`src/rtl/kernel_serializer.sv`:
```
// Parallel-to-serial converter: one BLOCK_WIDTH-element word in, elements out lowest index first.
// Define KERNEL_SERIALIZER_PREFETCH_EN to add a one-word holding register for gap-free streaming.
module kernel_serializer #(
  parameter int DATA_WIDTH  = 8,
  parameter int BLOCK_WIDTH = 3,
  parameter int INPUT_WIDTH = DATA_WIDTH * BLOCK_WIDTH
) (
  input  logic                   clk,
  input  logic                   rst,
  input  logic [INPUT_WIDTH-1:0] in_data,
  input  logic                   in_valid,
  output logic                   in_ready,
  output logic [DATA_WIDTH-1:0]  out_data,
  output logic                   out_valid,
  input  logic                   out_ready,
  output logic                   out_last
);
  localparam int IDX_W = (BLOCK_WIDTH > 1) ? $clog2(BLOCK_WIDTH) : 1;
  localparam logic [IDX_W-1:0] LAST_IDX = IDX_W'(BLOCK_WIDTH - 1);

  typedef enum logic {EMPTY, SEND} state_t;
  typedef logic [BLOCK_WIDTH-1:0][DATA_WIDTH-1:0] word_t;

  state_t                state_q, state_d;
  word_t                 word_q, word_d, in_word, load_word;
  logic [IDX_W-1:0]      idx_q, idx_d;
  logic [DATA_WIDTH-1:0] data_d;
  logic                  last_d, rdy_d, load;
  logic                  accept, xfer_out, xfer_last;
`ifdef KERNEL_SERIALIZER_PREFETCH_EN
  word_t                 hold_q, hold_d;
  logic                  hold_vld_q, hold_vld_d;
`endif

  assign in_word   = in_data;
  assign out_valid = (state_q == SEND);
  assign accept    = in_valid && in_ready;
  assign xfer_out  = out_valid && out_ready;
  assign xfer_last = xfer_out && (idx_q == LAST_IDX);

  always_comb begin
    state_d   = state_q;
    word_d    = word_q;
    idx_d     = idx_q;
    data_d    = out_data;
    last_d    = out_last;
    load      = 1'b0;
    load_word = in_word;
`ifdef KERNEL_SERIALIZER_PREFETCH_EN
    hold_d     = hold_q;
    hold_vld_d = hold_vld_q;
`endif
    case (state_q)
      EMPTY: if (accept) load = 1'b1;
      SEND: begin
        if (xfer_last) begin
`ifdef KERNEL_SERIALIZER_PREFETCH_EN
          // Held word wins; an accept here implies the holder was empty, so bypass it.
          if (hold_vld_q) begin
            load       = 1'b1;
            load_word  = hold_q;
            hold_vld_d = 1'b0;
          end else if (accept) begin
            load = 1'b1;
          end else begin
            state_d = EMPTY;
          end
`else
          state_d = EMPTY;
`endif
        end else begin
          if (xfer_out) begin
            idx_d  = idx_q + IDX_W'(1);
            data_d = word_q[idx_d];
            last_d = (idx_d == LAST_IDX);
          end
`ifdef KERNEL_SERIALIZER_PREFETCH_EN
          if (accept) begin
            hold_d     = in_word;
            hold_vld_d = 1'b1;
          end
`endif
        end
      end
      default: state_d = EMPTY;
    endcase

    if (load) begin
      state_d = SEND;
      word_d  = load_word;
      idx_d   = '0;
      data_d  = load_word[0];
      last_d  = 1'b0;
    end
    if (state_d == EMPTY) last_d = 1'b0;

`ifdef KERNEL_SERIALIZER_PREFETCH_EN
    rdy_d = !hold_vld_d;
`else
    rdy_d = (state_d == EMPTY);
`endif
  end

  always_ff @(posedge clk or negedge rst) begin
    if (!rst) begin
      state_q  <= EMPTY;
      word_q   <= '0;
      idx_q    <= '0;
      out_data <= '0;
      out_last <= 1'b0;
      in_ready <= 1'b0;
    end else begin
      state_q  <= state_d;
      word_q   <= word_d;
      idx_q    <= idx_d;
      out_data <= data_d;
      out_last <= last_d;
      in_ready <= rdy_d;
    end
  end

`ifdef KERNEL_SERIALIZER_PREFETCH_EN
  always_ff @(posedge clk or negedge rst) begin
    if (!rst) begin
      hold_q     <= '0;
      hold_vld_q <= 1'b0;
    end else begin
      hold_q     <= hold_d;
      hold_vld_q <= hold_vld_d;
    end
  end
`endif

endmodule

```
`config.mk`:
```
export PLATFORM = sky130hd
export DESIGN_NAME = kernel_serializer
export DESIGN_NICKNAME = d
export VERILOG_FILES = /design/src/rtl/kernel_serializer.sv
export SDC_FILE = /design/constraint.sdc
export NUM_CORES = 1
export LEC_CHECK = 0
export ABC_AREA = 1
export ABC_CLOCK_PERIOD_IN_PS = 2300
export CORE_MARGIN = 8
export CORE_UTILIZATION = 35
export DETAILED_ROUTE_END_ITERATION = 8
export MAX_ROUTING_LAYER = met4
export PLACE_DENSITY = 0.63
export SYNTH_ARGS = -nofsm -noshare
export SYNTH_HDL_FRONTEND = slang
export SYNTH_SLANG_ARGS = --single-unit
export TNS_END_PERCENT = 1
```
`constraint.sdc`:
```
create_clock -name clk -period 2.3 [get_ports clk]
set_clock_uncertainty 0.15 [all_clocks]
set_input_delay 0.46 -clock clk [delete_from_list [all_inputs] [get_ports clk]]
set_output_delay 0.46 -clock clk [all_outputs]
set_load 0.02 [all_outputs]
```
==> results of run 1 <==
kinds of logic (layout without fill, tap and decap cells):
logic type | Yosys count | in the layout | synth area share (%)
AND/OR/NAND/NOR | 158 | 158 | 37.88
adder cells (fa/ha/maj) | 2 | 2 | 1.421
flip-flops | 37 | 37 | 52.59
AO/OA/AOI/OAI | 4 | 4 | 1.990
buffers and inverters | 17 | 59 | 6.112
state kept, by name, indices dropped and copies added (netlist names):
name	count
in_ready	1
out_valid	1
word_q	24
idx_q	2
out_last	1
out_data	8
worst max-delay path by stage:
stage / start / to / slack (ps) / cells after the start
2_1_floorplan: idx_q[0]$_DFFE_PN0P_ / out_data[0]$_DFFE_PN0P_ / 570 / 10
3_3_place_gp: in_valid / out_data[3]$_DFFE_PN0P_ / 290 / 8
3_5_place_dp: in_valid / out_data[3]$_DFFE_PN0P_ / 280 / 8
4_1_cts: in_ready$_DFF_PN0_ / in_ready / 330 / 1
5_1_grt: in_ready$_DFF_PN0_ / in_ready / 310 / 1
6_report: in_ready$_DFF_PN0_ / in_ready / 350 / 1
cells in the final DEF (no fill, tap or decap), types with 2 or more instances in the layout:
cell and n:
nand2_1 120, buf_4 6, ha_1 2, clkdlybuf4s50_1 38
dfrtp_1 37, inv_1 4, nor2_1 4, nand2_2 5
inv_4 2, o21ai_2 2, nand3_1 26, clkbuf_8 6
nor2_4 2
metal layers:
layer	wire length, microns	share of wire (%)	up-vias	track usage (%)
met3	270	6.8	7	3.868
li1	-	-	756	-
met2	1774	45	46	17.83
met5	0	0	-	-
met4	59	1.5	0	4.538
met1	1876	47	656	13.67
power groups by stage:
stage | sequential, mW | clock [mW] | combinational (mW)
floorplan | 1.16 | 0 | 0.874
global placement | 1.11 | 0 | 1.33
detailed placement | 1.11 | 0 | 1.34
CTS | 1.10 | 0.605 | 1.35
global route | 1.13 | 0.628 | 1.49
finish | 1.10 | 0.585 | 1.33
final cells by class:
cell class                      count  area (sq um)
Timing Repair Buffer               44         425.4
Multi-Input combinational cell    164         726.9
Clock inverter                      2         37.54
Sequential cell                    37         925.9
Fill cell                         518          2660
Inverter                            7         31.28
Clock buffer                        6         82.58
Tap cell                           70         87.58
==> out/results.txt, run 1 <==
status -> completed
later-pin clock latency in the skew report -> 290 ps
pre-CTS setup slack -> 279.8 ps
Most used DFF post-synth -> dfrtp_1
fin crit share -> 84.63%
PwrDens -> 1301 nW/um^2
io pins -> 39
vias in the first global route -> 1479
top-count cell post-synth -> nand2_1
worst-margin pin slew -> 466.8 ps
Min Hold Slack -> 329.3 ps
worst hold start -> out_data[4]$_DFFE_PN0P_
slowest CP cell -> clkdlybuf4s50_1
endpoints failing setup -> 0
Synth top area share -> 52.59%
VDD IR max -> 369.8 uV
Hold Path End -> out_data[4]$_DFFE_PN0P_
R2R Path End -> out_data[3]$_DFFE_PN0P_
synthesized cell area -> 1760 sq um
critical path type -> flop to output port
RSZ-0062 raised after global routing -> no
initial antenna violation count -> 0
worst-case clock buffer depth -> 2
Reg-to-Reg Start -> idx_q[0]$_DFFE_PN0P_
sequential power share -> 36.5%
Routability Congestion -> 0.7413
Design Power -> 3.015 mW
Worst slew margin -> 68.88%
Synth area leaders -> dfrtp_1 (53%), nand2_1 (26%), nand3_1 (7.4%), buf_6 (1.9%), nand2_2 (1.8%)
H-tree Lvls -> 2
Non-Filler Instances -> 330
CTS tree -> done
DIE WIDTH -> 86.92 microns
hold path cells -> 2
Die ar. -> 7555 sq um
Crit path largest cell delay -> 630 ps
post-DR wirelength/cell -> 12.06 microns
Final Hold Viols -> 0
Crit Path Max Fanout -> 3
first-pass GRT wire length -> 6617 microns
CTS Hold Buffers Added -> 0
final setup margin -> 353.5 ps
Yosys warnings -> 0
critical path capture point type -> output port
I/O Buffers -> 38
Nets -> 289
Distinct cells, synth -> 17
CP Launch Type -> flop
min cycle time layout -> 1947 ps
post-cts resize count -> 0
Synth Instances -> 218
setup_tns -> 0 ps
DRT Wirelength -> 3981 microns
Post-DP HPWL -> 2877 microns
Worst Hold Class -> flop to flop
Crit path max-delay family -> buffers and inverters
worst reg2reg path depth -> 8
placed inst area -> 2197 sq um
worst path arrival time -> 1340 ps
# rows -> 26
layout cell share with drive strength beyond 1 -> 10.77%
drt pass-1 iters -> 4
CORE AREA -> 4977 sq um
placed insts -> 322
Die Span Y -> 86.92 microns
Req. time, crit path -> 1690 ps
Int Power -> 1.831 mW
Inserted Diodes -> 0
FF-to-FF setup slack -> 660 ps
Post-synth EDFFs -> 0
Net Switching -> 1.183 mW
DR vias/cell -> 4.439
Syn Nets -> 248
final non-filler cell area -> 2317 sq um
most area-hungry cell type in the Yosys netlist -> dfrtp_1
sequential fraction of the synthesis area -> 52.59%
Mean Syn Cell Area -> 8.075 sq um
setup bufs post-CTS -> 0
Num CTS Buffers -> 5
Vias -> 1465
CTS Sinks -> 37
area grow syn2layout -> 31.63%
Initial Utilization -> 35.37%
Reg clk slew, reported paths -> 80 ps
grt total ovfl -> 0
Detail Route Antenna Nets -> 0
Yosys reg bits -> 37
Comb pwr share -> 44.1%
Clk pwr share -> 19.4%
crit path cell chain -> clkdlybuf4s50_1
Global Route Usage Sum -> 11.58%
Initial DRC Count -> 68
max-cap violations -> 0
Max Transition Viols Final -> 0
Clk Tree Root Cell -> clkbuf_8
DRC Markers -> 0
top post-synthesis cells by count -> nand2_1 (120), dfrtp_1 (37), nand3_1 (26), nand2_2 (5)
Static Leak -> 1.188 nW
final core utilization -> 46.56%
async set or reset register ratio after synthesis -> 100.0%
largest net degree at the start of global routing -> 38
WP buf/inv -> 1
fmax -> 513.7 MHz
Net Sw Frac -> 39.26%
Note: power is estimated with default switching activity, not from simulation.
==> run 2, diff against run 1 <==
--- a/config.mk
+++ b/config.mk
@@ -6,7 +6,7 @@
 export NUM_CORES = 1
 export LEC_CHECK = 0
 export ABC_AREA = 1
-export ABC_CLOCK_PERIOD_IN_PS = 2300
+export ABC_CLOCK_PERIOD_IN_PS = 1880
 export CORE_MARGIN = 8
 export CORE_UTILIZATION = 35
 export DETAILED_ROUTE_END_ITERATION = 8
==> constraint.sdc (replaced) <==
create_clock -name clk -period 1.88 [get_ports clk]
set_clock_uncertainty 0.15 [all_clocks]
set_input_delay 0.376 -clock clk [delete_from_list [all_inputs] [get_ports clk]]
set_output_delay 0.376 -clock clk [all_outputs]
set_load 0.02 [all_outputs]
==> run 2 against run 1 <==
Final cell count up 0.91%. Critical path depth unchanged. Largest cell class unchanged. Critical path type unchanged. Non-clock buffer count up 3. Core utilization up 0.20 points. Count of clock-buffer cells in the layout up 2. Critical endpoint is now out_valid. First-iteration DRC count up 28%.
==> out/results.txt, run 2 (synthesis results as in run 1) <==
status -> completed
Detail Route Antenna Nets -> 0
# rows -> 26
Inserted Diodes -> 0
Vias -> 1495
layout cell share with drive strength beyond 1 -> 10.65%
Design Power -> 3.569 mW
crit path cell chain -> clkdlybuf4s50_1
CTS Sinks -> 37
largest net degree at the start of global routing -> 38
endpoints failing setup -> 0
fmax -> 544.2 MHz
drt pass-1 iters -> 4
FF-to-FF setup slack -> 300 ps
Static Leak -> 1.209 nW
Worst Hold Class -> input port to asynchronous set/reset pin
slowest CP cell -> clkdlybuf4s50_1
H-tree Lvls -> 2
Reg-to-Reg Start -> idx_q[0]$_DFFE_PN0P_
CP Launch Type -> flop
Req. time, crit path -> 1350 ps
I/O Buffers -> 38
DR vias/cell -> 4.489
Die Span Y -> 86.92 microns
CTS Hold Buffers Added -> 0
DRC Markers -> 0
worst path arrival time -> 1310 ps
VDD IR max -> 512.1 uV
Reg with most FFs -> word_q
later-pin clock latency in the skew report -> 290 ps
io pins -> 39
critical path type -> flop to output port
Post-DP HPWL -> 2969 microns
top flop regs -> word_q (24), out_data (8), idx_q (2)
setup bufs post-CTS -> 0
met3 WL post-DR -> 181 microns
PwrDens -> 1533 nW/um^2
grt total ovfl -> 0
number of flip-flops in the largest register -> 24
area grow syn2layout -> 32.20%
Initial Utilization -> 35.37%
Die ar. -> 7555 sq um
fin crit share -> 97.73%
Crit path largest cell delay -> 620 ps
placed insts -> 325
CP startpoint -> out_valid$_DFF_PN0_
Reg clk slew, reported paths -> 70 ps
vias in the first global route -> 1547
min cycle time layout -> 1837 ps
commonest non-fill, non-tap cell in the layout -> nand2_1
CTS tree -> done
worst-margin pin slew -> 431.7 ps
Crit Path Max Fanout -> 4
routed length on met1 -> 1998 microns
Clk Tree Root Cell -> clkbuf_8
Initial DRC Count -> 87
CORE AREA -> 4977 sq um
worst reg2reg path depth -> 7
critical path capture point type -> output port
post-DR wirelength/cell -> 12.60 microns
critical path depth in cells -> 1
Nets -> 292
max-cap violations -> 0
crit path capture -> out_valid
WP buf/inv -> 1
most frequent cells in the layout -> nand2_1 (120), dfrtp_1 (37), clkdlybuf4s50_1 (37)
Num CTS Buffers -> 5
Final Hold Viols -> 0
initial antenna violation count -> 0
Worst slew margin -> 71.13%
Met2 Wirelength -> 1954 microns
R2R Path End -> out_data[5]$_DFFE_PN0P_
Routability Congestion -> 0.7734
worst-case clock buffer depth -> 2
setup_tns -> 0 ps
DRT Wirelength -> 4196 microns
first-pass GRT wire length -> 7079 microns
RSZ-0062 raised after global routing -> no
Global Route Usage Sum -> 12.50%
DR top layer -> met4
Crit path max-delay family -> buffers and inverters
FILL cells -> 502
DIE WIDTH -> 86.92 microns
Max Transition Viols Final -> 0
Non-Filler Instances -> 333
post-cts resize count -> 0
-- run 2: cell types whose count changed in the layout (fill, tap and decap cells not counted) --
cell,change
clkdlybuf4s50_1,-1
buf_4,+1
buf_12,+2
clkbuf_1,+3
clkinvlp_4,-1
bufinv_16,-1
dlymetal6s2s_1,+1
clkbuf_8,-1
-- run 2: worst min path at each step --
| stage | from | cells past startpoint | end | slack [ps] |
|---|---|---|---|---|
| final | rst | 2 | out_valid$_DFF_PN0_ | 300 |
| after floorplan | rst | 0 | idx_q[0]$_DFFE_PN0P_ | -70 |
| after global routing | rst | 2 | out_last$_DFFE_PN0P_ | 300 |
| after CTS | rst | 2 | out_last$_DFFE_PN0P_ | 300 |
| after detailed placement | word_q[8]$_DFFE_PN0P_ | 2 | word_q[8]$_DFFE_PN0P_ | 320 |
| after global placement | out_data[5]$_DFFE_PN0P_ | 2 | out_data[5]$_DFFE_PN0P_ | 310 |
-- run 2: area by class of cell --
class | count | area, sq um | area share, %
Sequential cell | 37 | 925.9 | 39.78
Multi-Input combinational cell | 164 | 726.9 | 31.24
Timing Repair Buffer | 47 | 475.5 | 20.43
Tap cell | 70 | 87.58 | 3.763
Clock buffer | 8 | 80.08 | 3.441
Inverter | 7 | 31.28 | 1.344
-- run 2: power by group --
group | internal (mW) | switching [mW] | leakage, nW | total [mW]
Clock | 0.264 | 0.276 | 0.0395 | 0.539
Sequential | 1.15 | 0.198 | 0.467 | 1.35
Combinational | 0.705 | 0.979 | 0.703 | 1.68
Total | 2.12 | 1.45 | 1.21 | 3.57
-- run 2: through the flow --
step                      worst slack [ps]  hold WS (ps)  util, %  cell area, sq um
after floorplan                      149.7        -69.59        -              1760
after global placement               42.06         313.8    45.10              2245
after detailed placement             15.62         315.3    45.10              2245
after CTS                            8.186         303.8    46.71              2325
after global routing                 2.842         303.1    46.76              2327
final                                42.58         296.4    46.76              2327
-- run 2: layer usage --
layer | vias up | GRT usage, %
met1 | 693 | 14.74
met4 | 0 | 4.695
met3 | 8 | 4.151
met2 | 32 | 19.36
met5 | - | -
li1 | 762 | -
==> run 3, diff against run 2 <==
--- a/config.mk
+++ b/config.mk
@@ -6,12 +6,12 @@
 export NUM_CORES = 1
 export LEC_CHECK = 0
 export ABC_AREA = 1
-export ABC_CLOCK_PERIOD_IN_PS = 1880
+export ABC_CLOCK_PERIOD_IN_PS = 1500
 export CORE_MARGIN = 8
 export CORE_UTILIZATION = 35
 export DETAILED_ROUTE_END_ITERATION = 8
 export MAX_ROUTING_LAYER = met4
-export PLACE_DENSITY = 0.63
+export PLACE_DENSITY = 0.65
 export SYNTH_ARGS = -nofsm -noshare
 export SYNTH_HDL_FRONTEND = slang
 export SYNTH_SLANG_ARGS = --single-unit
==> constraint.sdc (replaced) <==
create_clock -name clk -period 1.5 [get_ports clk]
set_clock_uncertainty 0.15 [all_clocks]
set_input_delay 0.3 -clock clk [delete_from_list [all_inputs] [get_ports clk]]
set_output_delay 0.3 -clock clk [all_outputs]
set_load 0.02 [all_outputs]
==> run 3 against run 2 <==
Via count is 4.1% higher. Setup slack worse by 9.4 ps. Critical path depth rose by 7. Critical path type is now flop to flop. Largest cell class unchanged. Largest power group unchanged.
==> out/results.txt, run 3 (synthesis results as in run 1) <==
Global Route Usage Sum -> 12.51%
Int Power -> 3.053 mW
later-pin clock latency in the skew report -> 290 ps
DIE WIDTH -> 86.92 microns
min cycle time layout -> 1467 ps
Net Sw Frac -> 40.12%
Static Leak -> 1.382 nW
Req. time, crit path -> 1580 ps
Final Hold Viols -> 0
max-cap violations -> 0
VDD IR max -> 698.1 uV
Net Switching -> 2.045 mW
FF/Latch Area -> 925.9 sq um
Crit Path Max Fanout -> 7
commonest non-fill, non-tap cell in the layout -> nand2_1
Num CTS Buffers -> 5
setup_tns -> 0 ps
fmax -> 681.7 MHz
top flop regs -> word_q (24), out_data (8), idx_q (2)
post-DR wirelength/cell -> 12.27 microns
most frequent cells in the layout -> nand2_1 (115), dfrtp_1 (37), clkdlybuf4s50_1 (25)
CTS Sinks -> 37
Design Power -> 5.098 mW
Reg with most FFs -> word_q
Initial Utilization -> 35.37%
worst-case clock buffer depth -> 2
Reg-to-Reg Start -> idx_q[0]$_DFFE_PN0P_
final non-filler cell area -> 2606 sq um
largest net degree at the start of global routing -> 38
Nets -> 313
drt pass-1 iters -> 4
FF-to-FF setup slack -> 30 ps
RSZ-0062 raised after global routing -> yes
critical path capture point type -> flop
Worst Hold Class -> input port to asynchronous set/reset pin
status -> completed
endpoints failing setup -> 0
Multi-input gate area -> 838.3 sq um
fin crit share -> 97.79%
I/O Buffers -> 38
H-tree Lvls -> 2
Routability Congestion -> 0.8059
number of flip-flops in the largest register -> 24
DR vias/cell -> 4.408
Comb pwr share -> 52.8%
FILL cells -> 468
Detail Route Antenna Nets -> 0
DRC Markers -> 0
R2R Path End -> out_data[7]$_DFFE_PN0P_
Inserted Diodes -> 0
Initial DRC Count -> 146
Max Transition Viols Final -> 0
worst-margin pin slew -> 282.1 ps
Clk Tree Root Cell -> clkbuf_8
placed inst area -> 2357 sq um
CTS tree -> done
vias in the first global route -> 1529
worst path arrival time -> 1550 ps
Worst slew margin -> 81.10%
Post-DP HPWL -> 3037 microns
# rows -> 26
first-pass GRT wire length -> 7051 microns
Die ar. -> 7555 sq um
worst reg2reg path depth -> 8
grt total ovfl -> 0
layout cell share with drive strength beyond 1 -> 24.73%
Vias -> 1556
initial antenna violation count -> 0
critical path type -> flop to flop
DRT Wirelength -> 4331 microns
CP Launch Type -> flop
Die Span Y -> 86.92 microns
Reg clk slew, reported paths -> 70 ps
sequential power share -> 33.5%
CORE AREA -> 4977 sq um
Clk pwr share -> 13.7%
io pins -> 39
area grow syn2layout -> 48.05%
PwrDens -> 1956 nW/um^2
run 3: cell count changes in the layout (fill, tap and decap cells not counted), sizes merged:
| cell | previous run | this run |
|---|---|---|
| buf | 9 | 30 |
| clkdlybuf4s15 | 0 | 1 |
| clkdlybuf4s50 | 37 | 25 |
| dlygate4sd2 | 0 | 9 |
| dlymetal6s2s | 1 | 2 |
run 3: area by class of cell:
type	count	area share, %
Inverter	7	1.296
Clock buffer	7	3.313
Timing Repair Buffer	68	24.34
Multi-Input combinational cell	164	32.17
Sequential cell	37	35.53
Tap cell	70	3.361
run 3: worst max-delay path, cell delays in order, from the launching register on:
cell and delay, ps:
dfrtp_1 390, inv_4 50, ha_4 270, nor2_4 160, buf_12 140, nand3_2 80
nand3_2 70, nand2_2 50, nand2_1 50
run 3: repair_timing:
item | 4_1_cts | 5_1_grt
setup buffers | 0 | 6
resized for setup | 13 | 29
pin swaps | 0 | 12
hold buffers | 0 | 0
setup endpoints to repair | 11 | 8
run 3: how the worst max path moves through the flow:
stage	from	end	slack, ps	cells after the start
finish	idx_q[0]$_DFFE_PN0P_	out_data[7]$_DFFE_PN0P_	30	8
global route	idx_q[0]$_DFFE_PN0P_	out_data[3]$_DFFE_PN0P_	-30	8
CTS	in_ready$_DFF_PN0_	in_ready	20	1
detailed placement	out_ready	out_data[3]$_DFFE_PN0P_	-260	6
global placement	out_ready	out_data[3]$_DFFE_PN0P_	-210	6
floorplan	idx_q[0]$_DFFE_PN0P_	out_data[3]$_DFFE_PN0P_	-110	10
run 3: through the flow:
step	hold WS, ps	setup slack [ps]	util [%]	std cells
3_3_place_gp	311.3	-210.8	47.36	340
4_1_cts	252.4	18.25	48.87	347
5_1_grt	248.8	-27.87	52.36	353
6_report	230.5	33.15	52.36	353
2_1_floorplan	-145.6	-112.9	-	218
3_5_place_dp	315.3	-262.6	47.36	340
run 3: metal layers:
metal	wire length, microns	global-route usage, %	share of wire, %
met2	1967	18.46	45
met5	0	-	0
met3	253	4.340	5.8
met1	2023	14.89	47
met4	86	6.103	2.0
run 3: power groups by stage:
| stage | Sequential (mW) | Clock (mW) | Combinational, mW |
|---|---|---|---|
| finish | 1.71 | 0.697 | 2.69 |
| global route | 1.76 | 0.763 | 2.99 |
| floorplan | 1.79 | 0 | 1.41 |
| detailed placement | 1.71 | 0 | 2.27 |
| CTS | 1.69 | 0.715 | 2.22 |
| global placement | 1.70 | 0 | 2.25 |
